[config.mk]
export PLATFORM = sky130hd
export DESIGN_NAME = led_frame_sequencer
export DESIGN_NICKNAME = d
export VERILOG_FILES = /design/src/rtl/led_frame_sequencer.sv
export SDC_FILE = /design/constraint.sdc
export NUM_CORES = 1
export LEC_CHECK = 0
export ABC_AREA = 1
export BUFFER_PORTS_ARGS = -buffer_cell sky130_fd_sc_hd__buf_2
export CAP_MARGIN = 20
export CORE_ASPECT_RATIO = 1.1
export CORE_MARGIN = 4
export CORE_UTILIZATION = 48
export DETAILED_ROUTE_END_ITERATION = 10
export PLACE_DENSITY = 0.76
export SYNTH_ARGS = -nofsm -noshare
export SYNTH_HDL_FRONTEND = slang
export SYNTH_SLANG_ARGS = --single-unit
[constraint.sdc]
create_clock -name clk -period 1.55 [get_ports clk]
set_input_delay 0.31 -clock clk [delete_from_list [all_inputs] [get_ports clk]]
set_output_delay 0.31 -clock clk [all_outputs]
set_load 0.01 [all_outputs]
[src/rtl/led_frame_sequencer.sv]
// led_frame_sequencer
//
// Frame-level controller for an addressable LED string. On a start pulse it walks the pixel
// select address 0..NUM_LEDS-1 into a registered RGB mux. It waits out the mux's one-cycle
// read latency, then offers each 24-bit colour word to the LED serializer over a
// valid/ready handshake. After the last pixel it holds a latch/reset gap of GAP_CYCLES cycles
// and pulses frame_done as the gap ends.
//
// Optional feature: define LED_SEQ_AUTO_REPEAT_EN to restart the next frame directly from
// the end of the gap (FETCH, addr=0) instead of returning to IDLE. With it enabled, only
// the first frame after reset needs a start pulse.
//
// Ports:
//   clk         in   1   system clock, rising edge
//   rst         in   1   asynchronous active-high reset
//   start       in   1   frame request, sampled only in IDLE
//   addr        out  6   pixel select to the RGB mux (registered)
//   chosen_data in  24   mux output, valid one cycle after addr
//   pix_data    out 24   colour word to the serializer (registered)
//   pix_valid   out  1   pix_data valid
//   pix_ready   in   1   serializer accepts pix_data
//   busy        out  1   high in every state except IDLE
//   gap_active  out  1   high during the post-frame gap
//   frame_done  out  1   one-cycle pulse on the cycle the gap has ended

module led_frame_sequencer #(
    parameter int unsigned NUM_LEDS   = 25,
    parameter int unsigned GAP_CYCLES = 5000
) (
    input  logic        clk,
    input  logic        rst,
    input  logic        start,
    output logic [5:0]  addr,
    input  logic [23:0] chosen_data,
    output logic [23:0] pix_data,
    output logic        pix_valid,
    input  logic        pix_ready,
    output logic        busy,
    output logic        gap_active,
    output logic        frame_done
);

    // Counter must be at least one bit wide even for a single-cycle gap.
    localparam int unsigned CntW = (GAP_CYCLES > 1) ? $clog2(GAP_CYCLES) : 1;
    localparam logic [5:0]      LastAddr = 6'(NUM_LEDS - 1);
    localparam logic [CntW-1:0] GapLoad  = CntW'(GAP_CYCLES - 1);

    typedef enum logic [2:0] {
        StIdle,
        StFetch,
        StLoad,
        StPresent,
        StGap
    } state_e;

    state_e          state_q, state_d;
    logic [5:0]      addr_q, addr_d;
    logic [23:0]     data_q, data_d;
    logic            valid_q, valid_d;
    logic            done_q, done_d;
    logic [CntW-1:0] cnt_q, cnt_d;

    always_ff @(posedge clk or posedge rst) begin
        if (rst) begin
            state_q <= StIdle;
            addr_q  <= '0;
            data_q  <= '0;
            valid_q <= 1'b0;
            done_q  <= 1'b0;
            cnt_q   <= '0;
        end else begin
            state_q <= state_d;
            addr_q  <= addr_d;
            data_q  <= data_d;
            valid_q <= valid_d;
            done_q  <= done_d;
            cnt_q   <= cnt_d;
        end
    end

    always_comb begin
        state_d = state_q;
        addr_d  = addr_q;
        data_d  = data_q;
        valid_d = valid_q;
        done_d  = 1'b0;
        cnt_d   = cnt_q;

        unique case (state_q)
            StIdle: begin
                if (start) begin
                    addr_d  = '0;
                    state_d = StFetch;
                end
            end
            // addr is held here so the mux can register the selected pixel.
            StFetch: begin
                state_d = StLoad;
            end
            StLoad: begin
                data_d  = chosen_data;
                valid_d = 1'b1;
                state_d = StPresent;
            end
            StPresent: begin
                if (valid_q && pix_ready) begin
                    valid_d = 1'b0;
                    if (addr_q == LastAddr) begin
                        cnt_d   = GapLoad;
                        state_d = StGap;
                    end else begin
                        addr_d  = addr_q + 6'd1;
                        state_d = StFetch;
                    end
                end
            end
            StGap: begin
                if (cnt_q == '0) begin
                    done_d  = 1'b1;
                    addr_d  = '0;
`ifdef LED_SEQ_AUTO_REPEAT_EN
                    state_d = StFetch;
`else
                    state_d = StIdle;
`endif
                end else begin
                    cnt_d = cnt_q - 1'b1;
                end
            end
            default: begin
                state_d = StIdle;
            end
        endcase
    end

    assign addr       = addr_q;
    assign pix_data   = data_q;
    assign pix_valid  = valid_q;
    assign frame_done = done_q;
    assign busy       = (state_q != StIdle);
    assign gap_active = (state_q == StGap);

endmodule
* Word level (Yosys, flattened, before mapping)
Index checks and enable logic that the tools add are counted.
Operators by class: add/subtract/negate cells 2, equality and inequality tests 11, multiplexer cells 18, reduce and logical (&&, ||, !) cells 11
Operators with widths (count):
- 13-bit 2-to-1 mux | 3
- 13-bit case mux with 2 select lines | 1
- 6-bit 2-to-1 mux | 4
- 6-bit case mux with 3 select lines | 1
- 3-bit case mux with 5 select lines | 1
- 13-bit zero test | 1
- 13-bit by 1-bit subtractor with 13-bit output (second input constant) | 1
- 3-bit 2-to-1 mux | 4
- 2-bit != test (second input constant) | 5
- 6-bit by 1-bit adder with 6-bit output (second input constant) | 1
- 3-bit by 2-bit equality test with 1-bit output (second input constant) | 2
- 6-bit by 5-bit equality test with 1-bit output (second input constant) | 1
- 3-bit nonzero test | 2
- 5-bit AND reduction | 1
- 4-bit AND reduction | 1
- 2-bit nonzero test | 2
- 3-bit by 1-bit equality test with 1-bit output (second input constant) | 1
- 3-bit equality test (second input constant) | 1
- 3-bit zero test | 1
- 1-bit 2-to-1 mux | 3
- 3-bit AND reduction | 1
- 2-bit by 1-bit != test with 1-bit output (second input constant) | 1
- 1-bit case mux with 2 select lines | 1
- 2-bit AND reduction | 1
- 1-bit logical AND | 1
Storage, ports and cells: register bits 48, input bits 28, output and inout bits 34

* Logic depth before layout (Yosys ltp)
Gate-level depths: netlist of run 1.
word-level depth 4, gate-level depth with buffers 10, depth with buffers taken out 9

* Least setup slack after synthesis of run 1
OpenSTA, ideal clock, no wires.
kind reg2reg, start point register cnt_q[0], end point register cnt_q[11], library setup time 0.117 ns, arrival 1.376 ns, required time 1.433 ns, path slack 0.057 ns, cell stages (with the launch flop) 11, clock period less this slack 1.493 ns, cell sequence dfrtp_1 -> inv_1 -> ha_1 -> nand2_1 -> nor2_1 -> nand2_1 -> nor2_1 -> nor2_1 -> buf_2 -> nand3_1 -> nand2_1
Between the ends: cells in the longest elaborated chain, start to end 3
RTL lines:
- start: declaration | line 61 | logic [CntW-1:0] cnt_q, cnt_d;
- start signal: assignment | line 77 | cnt_q <= cnt_d;
- 13-bit by 1-bit subtractor with 13-bit output or 13-bit zero test (tied branches) | line 127, 118
- 13-bit 2-to-1 mux or 2-bit != test (tied branches)
- 13-bit case mux with 2 select lines or 4-bit AND reduction (tied branches)
Parallel ways exist; a longest one is shown, timed or not. The select of a mux whose other input is x is not followed. A chain may end at the register's enable or synchronous reset.

* Worst setup path after layout of run 1
start point register state_q[1], end point output port gap_active
Between the ends: cells in the longest elaborated chain, start to end 1
RTL lines:
- start: declaration | line 56 | state_e state_q, state_d;
- start signal: assignment | line 65 | state_q <= StIdle;
- start signal: assignment | line 72 | state_q <= state_d;
- 3-bit equality test | line 141 | assign gap_active = (state_q == StGap);
- end: declaration | line 39 | output logic gap_active,
No other way between the ends.

==> results of run 1 <==
[cells in the mapped netlist, types with 2 or more instances]
master,number,area share [%]
buf_6,2,0.92
inv_1,21,3.2
buf_2,5,1.0
nand3b_1,4,1.2
nor2_2,3,0.76
nand3_1,49,10
ha_1,4,2.0
dfrtp_1,48,49
xor2_1,3,1.1
inv_2,4,0.61
nand2_1,124,19
nor2_1,27,4.1
o21ai_1,10,2.0
nor3_1,3,0.61
clkbuf_1,2,0.31
o21ai_0,4,0.82
[logic make-up (layout without fill, tap and decap cells)]
| logic type | count (synthesis) | count (layout) | synth area share [%] |
|---|---|---|---|
| AO/OA/AOI/OAI | 16 | 16 | 3.42 |
| AND/OR/NAND/NOR | 216 | 217 | 37.6 |
| flip-flops | 48 | 48 | 49.0 |
| buffers and inverters | 36 | 141 | 6.53 |
| adder cells (fa/ha/maj) | 4 | 4 | 2.04 |
| XOR/XNOR | 4 | 4 | 1.43 |
[area by class of cell]
type	count	area (sq um)
Fill cell	401	1580
Sequential cell	48	1200
Multi-Input combinational cell	241	1160
Timing Repair Buffer	108	708
Inverter	25	101
Tap cell	58	72.6
Clock buffer	5	68.8
Clock inverter	3	68.8
[per-layer routing]
layer / vias up / routed length (um) / track usage [%]
li1: 1239 / - / -
met1: 1161 / 2710 / 26.1
met3: 18 / 437 / 4.56
met2: 88 / 3330 / 33.9
met5: - / 0 / 0
met4: 0 / 164 / 6.84
[worst max-delay path, delay by kind of cell, from the launching register on]
family / cells / cell delay [ps]
buffers and inverters: 3 / 290
AND/OR/NAND/NOR: 2 / 230
flip-flops: 1 / 410
[where the power goes]
group	switching, mW	leakage, nW	internal, mW	total, mW
registers	0.278	0.604	1.77	2.04
logic	2.32	1.16	1.58	3.90
clock network	0.448	0.0687	0.649	1.10
[path summary, 6_finish.rpt]
path,endpoint,slack [ps],depth (start not counted)
max reg2reg,cnt_q[4],10,8
max in group asynchronous,addr[0],1290,3
min in group clk,pix_data[12],220,3
min,pix_data[8],10,3
max,gap_active,3,5
min reg2reg,pix_data[12],470,2
[state kept, by name (all words and copies together) (netlist names)]
register,cells
frame_done,1
state_q,3
cnt_q,13
pix_data,24
addr,6
pix_valid,1
[what timing repair did]
action	in CTS	in global routing
setup endpoints to repair	16	46
hold buffers	0	0
pin swaps	1	5
setup buffers	5	4
gates resized for setup	8	21
cloned	0	1
==> flow_metrics.env, run 1 <==
export IMPL_crit_start="state_q[1]"
export IMPL_final_setup_viol_count=0
export IMPL_post_drt_wl_per_cell_um=13.6
export IMPL_final_area_sq_um=3390
export IMPL_final_core_util_pct=68.2
export IMPL_final_common_cell="nand2_1"
export IMPL_arrival_ps=1240
export IMPL_p_leak_nw=1.83
export IMPL_first_iter_violations=212
export IMPL_cts_sinks=48
export IMPL_cts_buffers=5
export IMPL_drv_slew=0
export IMPL_nNetsFinal=461
export IMPL_io_buffers=61
export IMPL_finalHoldViolCount=0
export IMPL_cap_violations=0
export IMPL_peakVddDrop_mv=0.783
export IMPL_mostFrequentLayoutCells="nand2_1 (118), buf_2 (60), nand3_1 (49)"
export IMPL_drt_first_pass_iters=6
export IMPL_ctsLongestPathBuffers=2
export IMPL_place_inst=470
export IMPL_finalCritPeriodShare_pct=99.8
export IMPL_p_total_mw=7.04
export IMPL_cts_max_level=2
export IMPL_finalHoldWorstSlack_ps=12.0
export IMPL_timing_fmax_ghz=0.646
export IMPL_synthCells=324
export IMPL_grt_usage_pct=20.3
export IMPL_synth_main_ff_cell="dfrtp_1"
export IMPL_dp_slack_ps=-260
export IMPL_cp_start_kind="flip-flop"
export IMPL_grt_setup_unrepaired="yes"
export IMPL_wirelength_um=6640
export IMPL_drc_errors=0
export IMPL_netlist_area_sq_um=2450
export IMPL_ys_warn_count=0
export IMPL_cpPeakStageDelay_ps=410
export IMPL_clock_latency_ps=310
export IMPL_row_count=27
export IMPL_cp_max_fo=6
export IMPL_fin_skew_ps=11.7
export IMPL_viasPerCell=5.14
export IMPL_drive_above_1_share_pct=33.5
export IMPL_grt_pass1_wl_um=10700
export IMPL_slew_headroom_pct=78.2
export IMPL_finalSetupTns_ps=0
export IMPL_yosysSeqAreaShare_pct=49.0
export IMPL_antenna_cells=0
export IMPL_core_sq_um=4970
export IMPL_crit_path_cell_trace="nor2_2, nand2_2, buf_6, inv_8, buf_6"
export IMPL_crit_type="flip-flop to primary output"
export IMPL_grt_pass1_vias=2348
export IMPL_num_vias=2506
export IMPL_grt_max_degree=49
export IMPL_cts_root_buf="clkbuf_8"
export IMPL_die_y_um=83.0
export IMPL_crit_slowest_cell="dfrtp_1"
export IMPL_required_ps=1240
export IMPL_overflow=0
export IMPL_setup_slack_ps=2.62
export IMPL_die_x_um=76.2
export IMPL_postRouteAntennaNets=0
export IMPL_synth_net_count=356
export IMPL_dieArea_sq_um=6320
export IMPL_min_path_type="primary input to asynchronous set/reset pin"
export IMPL_dpl_hpwl_um=4430
export IMPL_cts_tree="done"
export IMPL_status="finished, final reports clean"
export IMPL_ys_ff_latch=48
export IMPL_crit_path_end_kind="primary output"
export IMPL_power_density_nw_per_um2=2080
export IMPL_start_util_pct=49.4
export IMPL_syn2layout_area_growth_pct=38.0
export IMPL_crit_top_cell="buf_6"
export IMPL_r2r_start="state_q[1]"
export IMPL_antenna_found_initial=0
export IMPL_postPlaceCellArea_sq_um=3080
export IMPL_finalNonFillerCells=488
export IMPL_synth_edf_count=0
export IMPL_synth_cell_types=27
export IMPL_gp_congestion=0.815
export IMPL_synth_async_reset_ratio_pct=100
export IMPL_min_period_ps=1550
export IMPL_path_clk_slew_ps=90
export IMPL_worst_pin_slew_ps=327
export IMPL_boundaryPins=62
export IMPL_avgSynthCellArea_sq_um=7.57
Note: power is estimated with default switching activity, not from simulation.
==> inputs of run 2 (changes only) <==
--- a/config.mk
+++ b/config.mk
@@ -5,12 +5,11 @@
 export SDC_FILE = /design/constraint.sdc
 export NUM_CORES = 1
 export LEC_CHECK = 0
-export ABC_AREA = 1
 export BUFFER_PORTS_ARGS = -buffer_cell sky130_fd_sc_hd__buf_2
 export CAP_MARGIN = 20
 export CORE_ASPECT_RATIO = 1.1
 export CORE_MARGIN = 4
-export CORE_UTILIZATION = 48
+export CORE_UTILIZATION = 47
 export DETAILED_ROUTE_END_ITERATION = 10
 export PLACE_DENSITY = 0.76
 export SYNTH_ARGS = -nofsm -noshare
==> run 2 against run 1 <==
Effect of this change:
- the flow now finishes with violations (negative setup slack)
- clock skew barely moved
- count of clock-buffer cells in the layout is the same
- die area shrank 4.7%
- maximum frequency decreased by 28%
- via count fell by 15%
- clock power shrank 14%
- global-route usage up 1.5 points
- cell area increased by 7.6%
- register-to-register slack lost 610 ps
- combinational power is 14% lower
- setup slack lost 600 ps
- final cell count decreased by 20%
- highest routed layer unchanged
==> flow_metrics.env, run 2 <==
export IMPL_ctsLongestPathBuffers=2
export IMPL_synth_main_ff_cell="dfrtp_1"
export IMPL_grt_usage_pct=21.8
export IMPL_die_x_um=74.4
export IMPL_crit_path_end_kind="flip-flop"
export IMPL_dieArea_sq_um=6020
export IMPL_finalNonFillerCells=389
export IMPL_num_vias=2142
export IMPL_final_setup_viol_count=47
export IMPL_power_density_nw_per_um2=1710
export IMPL_overflow=0
export IMPL_largest_register_ff_count=24
export IMPL_drive_above_1_share_pct=60.7
export IMPL_clock_latency_ps=310
export IMPL_nNetsFinal=364
export IMPL_cts_buffers=5
export IMPL_wl_met2_um=3600
export IMPL_ys_warn_count=0
export IMPL_cp_max_fo=4
export IMPL_slew_headroom_pct=71.9
export IMPL_synth_cell_types=45
export IMPL_mostFrequentLayoutCells="buf_2 (60), buf_4 (55), dfrtp_1 (48)"
export IMPL_min_period_ps=2150
export IMPL_io_buffers=61
export IMPL_antenna_cells=0
export IMPL_row_count=26
export IMPL_synthAdderAreaFrac_pct=2.20
export IMPL_highest_layer="met4"
export IMPL_boundaryPins=62
export IMPL_place_inst=362
export IMPL_grt_setup_unrepaired="yes"
export IMPL_synth_xor_area_share_pct=1.54
export IMPL_synthCells=198
export IMPL_synth_top_family_by_area="simple AND/OR/NAND/NOR gates"
export IMPL_synthMuxAreaShare_pct=12.3
export IMPL_wirelength_um=7040
export IMPL_synth_compound_area_share_pct=9.23
export IMPL_seq_area_sq_um=1200
export IMPL_path_clk_slew_ps=100
export IMPL_grt_pass1_wl_um=9890
export IMPL_crit_path_cell_trace="or3b_4, clkinv_4, a21oi_4, or3_4, buf_6, or3_4, a21oi_2"
export IMPL_required_ps=1790
export IMPL_fin_skew_ps=11.6
export IMPL_final_common_cell="buf_2"
export IMPL_p_leak_nw=1.78
export IMPL_nFillCells=257
export IMPL_cp_top_family="simple AND/OR/NAND/NOR gates"
export IMPL_r2r_start="state_q[0]"
export IMPL_cpPeakStageDelay_ps=450
export IMPL_cp_start_kind="flip-flop"
export IMPL_finalHoldViolCount=0
export IMPL_dp_slack_ps=-410
export IMPL_postRouteAntennaNets=0
export IMPL_cap_violations=0
export IMPL_core_sq_um=4650
export IMPL_viasPerCell=5.51
export IMPL_die_y_um=81.0
export IMPL_avgSynthCellArea_sq_um=11.5
export IMPL_syn2layout_area_growth_pct=59.9
export IMPL_crit_top_cell="or3_4"
export IMPL_netlist_area_sq_um=2280
export IMPL_crit_slowest_cell="or3b_4"
export IMPL_synth_simple_gate_area_share_pct=18.1
export IMPL_crit_type="flip-flop to flip-flop"
export IMPL_setup_slack_ps=-599
export IMPL_grt_max_degree=49
export IMPL_drt_first_pass_iters=4
export IMPL_yosysSeqAreaShare_pct=52.7
export IMPL_cts_root_buf="clkbuf_8"
export IMPL_cts_sinks=48
export IMPL_drc_errors=0
export IMPL_path_buf_inv=2
export IMPL_peakVddDrop_mv=1.12
export IMPL_violations="negative setup slack"
export IMPL_start_util_pct=49.0
export IMPL_postCtsHoldBufs=0
export IMPL_wl_met1_um=2710
export IMPL_worst_pin_slew_ps=419
export IMPL_grt_pass1_vias=2059
export IMPL_status="finished with violations"
export IMPL_yosysTopAreaCellShare_pct=52.7
export IMPL_ys_top_cells_by_area="dfrtp_1 (53%), mux2_2 (12%), o21ai_0 (2.4%)"
export IMPL_crit_start="state_q[0]"
export IMPL_dpl_hpwl_um=3780
export IMPL_synth_commonest_cells="dfrtp_1 (48), mux2_2 (24), nand2_1 (11), nor2_1 (11), o21ai_0 (11)"
export IMPL_finalCritPeriodShare_pct=139
export IMPL_antenna_found_initial=0
export IMPL_wl_met3_um=413
export IMPL_synth_net_count=230
export IMPL_gp_congestion=0.843
export IMPL_synthMostInstantiatedCell="dfrtp_1"
export IMPL_timing_fmax_ghz=0.465
export IMPL_synth_async_reset_ratio_pct=100
export IMPL_cts_tree="done"
export IMPL_multi_input_area_sq_um=1230
export IMPL_synth_largest_area_cell="dfrtp_1"
export IMPL_ys_ff_latch=48
export IMPL_cts_max_level=2
export IMPL_cp_num_cells=7
export IMPL_post_drt_wl_per_cell_um=18.1
export IMPL_arrival_ps=2390
export IMPL_synth_edf_count=0
export IMPL_min_path_type="primary input to asynchronous set/reset pin"
export IMPL_r2r_cells=7
export IMPL_first_iter_violations=104
export IMPL_drv_slew=0
## run 2: cells by family (layout without fill, tap and decap cells)
| kind of cell | after synthesis | in the layout |
|---|---|---|
| adder cells (fa/ha/maj) | 4 | 4 |
| buffers and inverters | 15 | 150 |
| multiplexers | 25 | 25 |
| AND/OR/NAND/NOR | 68 | 68 |
| flip-flops | 48 | 48 |
| XOR/XNOR | 4 | 4 |
| AO/OA/AOI/OAI | 34 | 34 |
## run 2: cell type report
type	instances	share of cell area, %
multi-input combinational	135	33.7
sequential	48	33.0
timing repair buffer	134	27.2
tap	56	1.92
clock buffer	5	1.89
clock inverter	3	1.27
inverter	8	1.03
## run 2: worst paths after layout
kind	slack, ps	end
hold reg to reg	510	pix_data[10]
hold / removal	10	state_q[0]
min in group clk	230	pix_data[14]
setup reg to reg	-600	cnt_q[4]
max in group asynchronous	1320	cnt_q[1]
setup / recovery	-600	cnt_q[4]
## run 2: worst register-to-register path: cells and delay by family (launching register included)
| family | cells | cell delay [ps] |
|---|---|---|
| simple gates | 3 | 1220 |
| flops | 1 | 410 |
| buf+inv | 2 | 230 |
| compound gates | 2 | 210 |
## run 2: routing by layer
metal / GRT usage (%) / vias up
met5: 0 / -
met4: 7.83 / 0
met3: 3.71 / 28
met2: 39.2 / 81
met1: 25.8 / 1045
li1: - / 988
## run 2: timing repair
action / 4_1_cts / 5_1_grt
gates resized for setup: 44 / 33
hold endpoints to repair: 0 / 0
setup buffers: 8 / 11
gates cloned: 2 / 1
pin swaps: 3 / 17
setup endpoints to repair: 43 / 47
## run 2: report_power, final
part | leakage (nW) | internal [mW] | switching (mW)
Clock | 0.0548 | 0.486 | 0.462
Combinational | 1.14 | 1.87 | 1.47
Sequential | 0.588 | 1.70 | 0.253
Total | 1.78 | 4.06 | 2.18
## run 2: stage by stage
stage	utilization [%]	cell area (sq um)	setup TNS [ps]	power, mW	hold slack (ps)
floorplan	-	2300	-6620	3.35	462
global placement	65.5	3050	-5480	4.35	366
detailed placement	65.5	3050	-6090	4.42	365
CTS	75.0	3490	-9900	6.04	29.0
global route	78.3	3640	-15900	6.59	54.8
finish	78.3	3640	-12680	6.24	14.3
==> inputs of run 3 (changes only) <==
==> constraint.sdc (replaced) <==
create_clock -name clk -period 1.55 [get_ports clk]
set_input_delay 0.0775 -clock clk [delete_from_list [all_inputs] [get_ports clk]]
set_output_delay 0.0775 -clock clk [all_outputs]
set_load 0.01 [all_outputs]
==> run 3 against run 2 <==
Effect of this change:
- the flow still finishes with violations (negative setup slack)
- non-clock buffer count grew 15
- die area unchanged
- cell area is 2.0% higher
- register-to-register slack better by 110 ps
==> flow_metrics.env, run 3 (synthesis results as in run 2) <==
export IMPL_status="finished with violations"
export IMPL_violations="negative setup slack"
export IMPL_postRouteAntennaNets=0
export IMPL_core_sq_um=4650
export IMPL_cp_top_family="simple AND/OR/NAND/NOR gates"
export IMPL_dieArea_sq_um=6020
export IMPL_dpl_hpwl_um=3800
export IMPL_crit_top_cell="nor4_4"
export IMPL_nFillCells=258
export IMPL_overflow=0
export IMPL_postPlaceCellArea_sq_um=3040
export IMPL_crit_slowest_cell="or4b_4"
export IMPL_final_setup_viol_count=46
export IMPL_slew_headroom_pct=71.1
export IMPL_cts_sinks=48
export IMPL_grt_usage_pct=21.9
export IMPL_antenna_found_initial=0
export IMPL_min_path_type="primary input to flip-flop"
export IMPL_cap_violations=0
export IMPL_peakVddDrop_mv=0.888
export IMPL_start_util_pct=49.0
export IMPL_power_density_nw_per_um2=1640
export IMPL_final_common_cell="buf_2"
export IMPL_crit_type="flip-flop to flip-flop"
export IMPL_post_drt_wl_per_cell_um=18.8
export IMPL_cts_tree="done"
export IMPL_arrival_ps=2240
export IMPL_place_inst=361
export IMPL_mostFrequentLayoutCells="buf_2 (59), buf_4 (55), dfrtp_1 (48)"
export IMPL_num_vias=2207
export IMPL_finalHoldWorstSlack_ps=9.42
export IMPL_p_total_mw=6.09
export IMPL_die_y_um=81.0
export IMPL_worst_pin_slew_ps=430
export IMPL_fin_skew_ps=10.6
export IMPL_clock_latency_ps=310
export IMPL_required_ps=1760
export IMPL_ctsLongestPathBuffers=2
export IMPL_gp_congestion=0.860
export IMPL_drv_slew=0
export IMPL_drive_above_1_share_pct=53.2
export IMPL_p_leak_nw=1.82
export IMPL_cp_start_kind="flip-flop"
export IMPL_r2r_setup_slack_ps=-490
export IMPL_wirelength_um=7590
export IMPL_row_count=26
export IMPL_boundaryPins=62
export IMPL_first_iter_violations=138
export IMPL_cpPeakStageDelay_ps=500
export IMPL_nNetsFinal=379
export IMPL_path_clk_slew_ps=90
export IMPL_cts_root_buf="clkbuf_8"
export IMPL_grt_pass1_wl_um=10000
export IMPL_finalNonFillerCells=404
export IMPL_final_area_sq_um=3720
export IMPL_finalHoldViolCount=0
export IMPL_cts_max_level=2
export IMPL_grt_setup_unrepaired="yes"
export IMPL_grt_pass1_vias=2115
export IMPL_drt_first_pass_iters=4
export IMPL_viasPerCell=5.46
export IMPL_drc_errors=0
export IMPL_syn2layout_area_growth_pct=63.2
export IMPL_cp_max_fo=8
export IMPL_antenna_cells=0
export IMPL_cts_buffers=5
export IMPL_grt_max_degree=49
export IMPL_timing_fmax_ghz=0.491
export IMPL_largest_register_ff_count=24
export IMPL_setup_slack_ps=-488
export IMPL_crit_path_cell_trace="inv_1, ha_1, or4b_4, nor4_4, buf_6, buf_4, nor4_4, xnor2_1, nor2_1"
export IMPL_min_period_ps=2040
export IMPL_finalCritPeriodShare_pct=131
export IMPL_die_x_um=74.4
export IMPL_crit_path_end_kind="flip-flop"
export IMPL_path_buf_inv=3
export IMPL_io_buffers=61
==> run 3: final cells by class <==
| cell class | instances | area (sq um) | area share [%] |
|---|---|---|---|
| inverter | 8 | 37.5 | 1.01 |
| timing repair buffer | 149 | 1130 | 30.3 |
| multi-input combinational | 135 | 1180 | 31.9 |
| sequential | 48 | 1200 | 32.3 |
| tap | 56 | 70.1 | 1.89 |
| clock buffer | 6 | 82.6 | 2.22 |
| clock inverter | 2 | 15.0 | 0.404 |
==> run 3: worst reg2reg max path: cells and delay by family, from the launching register on <==
family | cells | cell delay, ps
DFF | 1 | 390
buffers and inverters | 3 | 410
and+or+nand+nor | 4 | 820
xor gates and xnor gates | 1 | 170
adders and majority gates | 1 | 150
==> run 3: layer usage <==
layer  routed length [um]  share of wire [%]  global-route usage, %  up-vias
met4                  221                2.9                   7.30        0
met2                 4100                 54                   39.0       75
met1                 2890                 38                   26.4     1094
li1                     -                  -                      -     1022
met5                    0                  0                      0        -
met3                  379                5.0                   4.08       16
==> run 3: worst paths after layout <==
kind | from | end | cells after the start
worst min-delay path | chosen_data[22] | pix_data[22] | 2
worst max-delay path | cnt_q[1] | cnt_q[5] | 9
worst min register to register | pix_data[14] | pix_data[14] | 1
min in group asynchronous | rst | pix_data[1] | 4
worst max register to register | cnt_q[1] | cnt_q[5] | 9
max in group asynchronous | rst | cnt_q[1] | 4
==> run 3: power breakdown <==
group,switching [mW],leakage [nW],internal (mW)
Clock,0.452,0.0434,0.362
Combinational,1.49,1.19,1.84
Sequential,0.258,0.588,1.70
==> run 3: per-stage QoR <==
step | utilization [%] | setup slack [ps] | TNS [ps]
2_1_floorplan | - | -516 | -6620
3_3_place_gp | 65.3 | -363 | -5540
3_5_place_dp | 65.3 | -438 | -6470
4_1_cts | 74.6 | -361 | -8750
5_1_grt | 79.9 | -565 | -12120
6_report | 79.9 | -488 | -8850
==> run 3: timing repair <==
action | in CTS | in global routing
setup buffers | 1 | 10
gates resized for setup | 19 | 40
hold endpoints to repair | 66 | 4
pin swaps | 10 | 7
setup endpoints to repair | 21 | 47
hold buffers | 19 | 4
gates cloned | 2 | 1
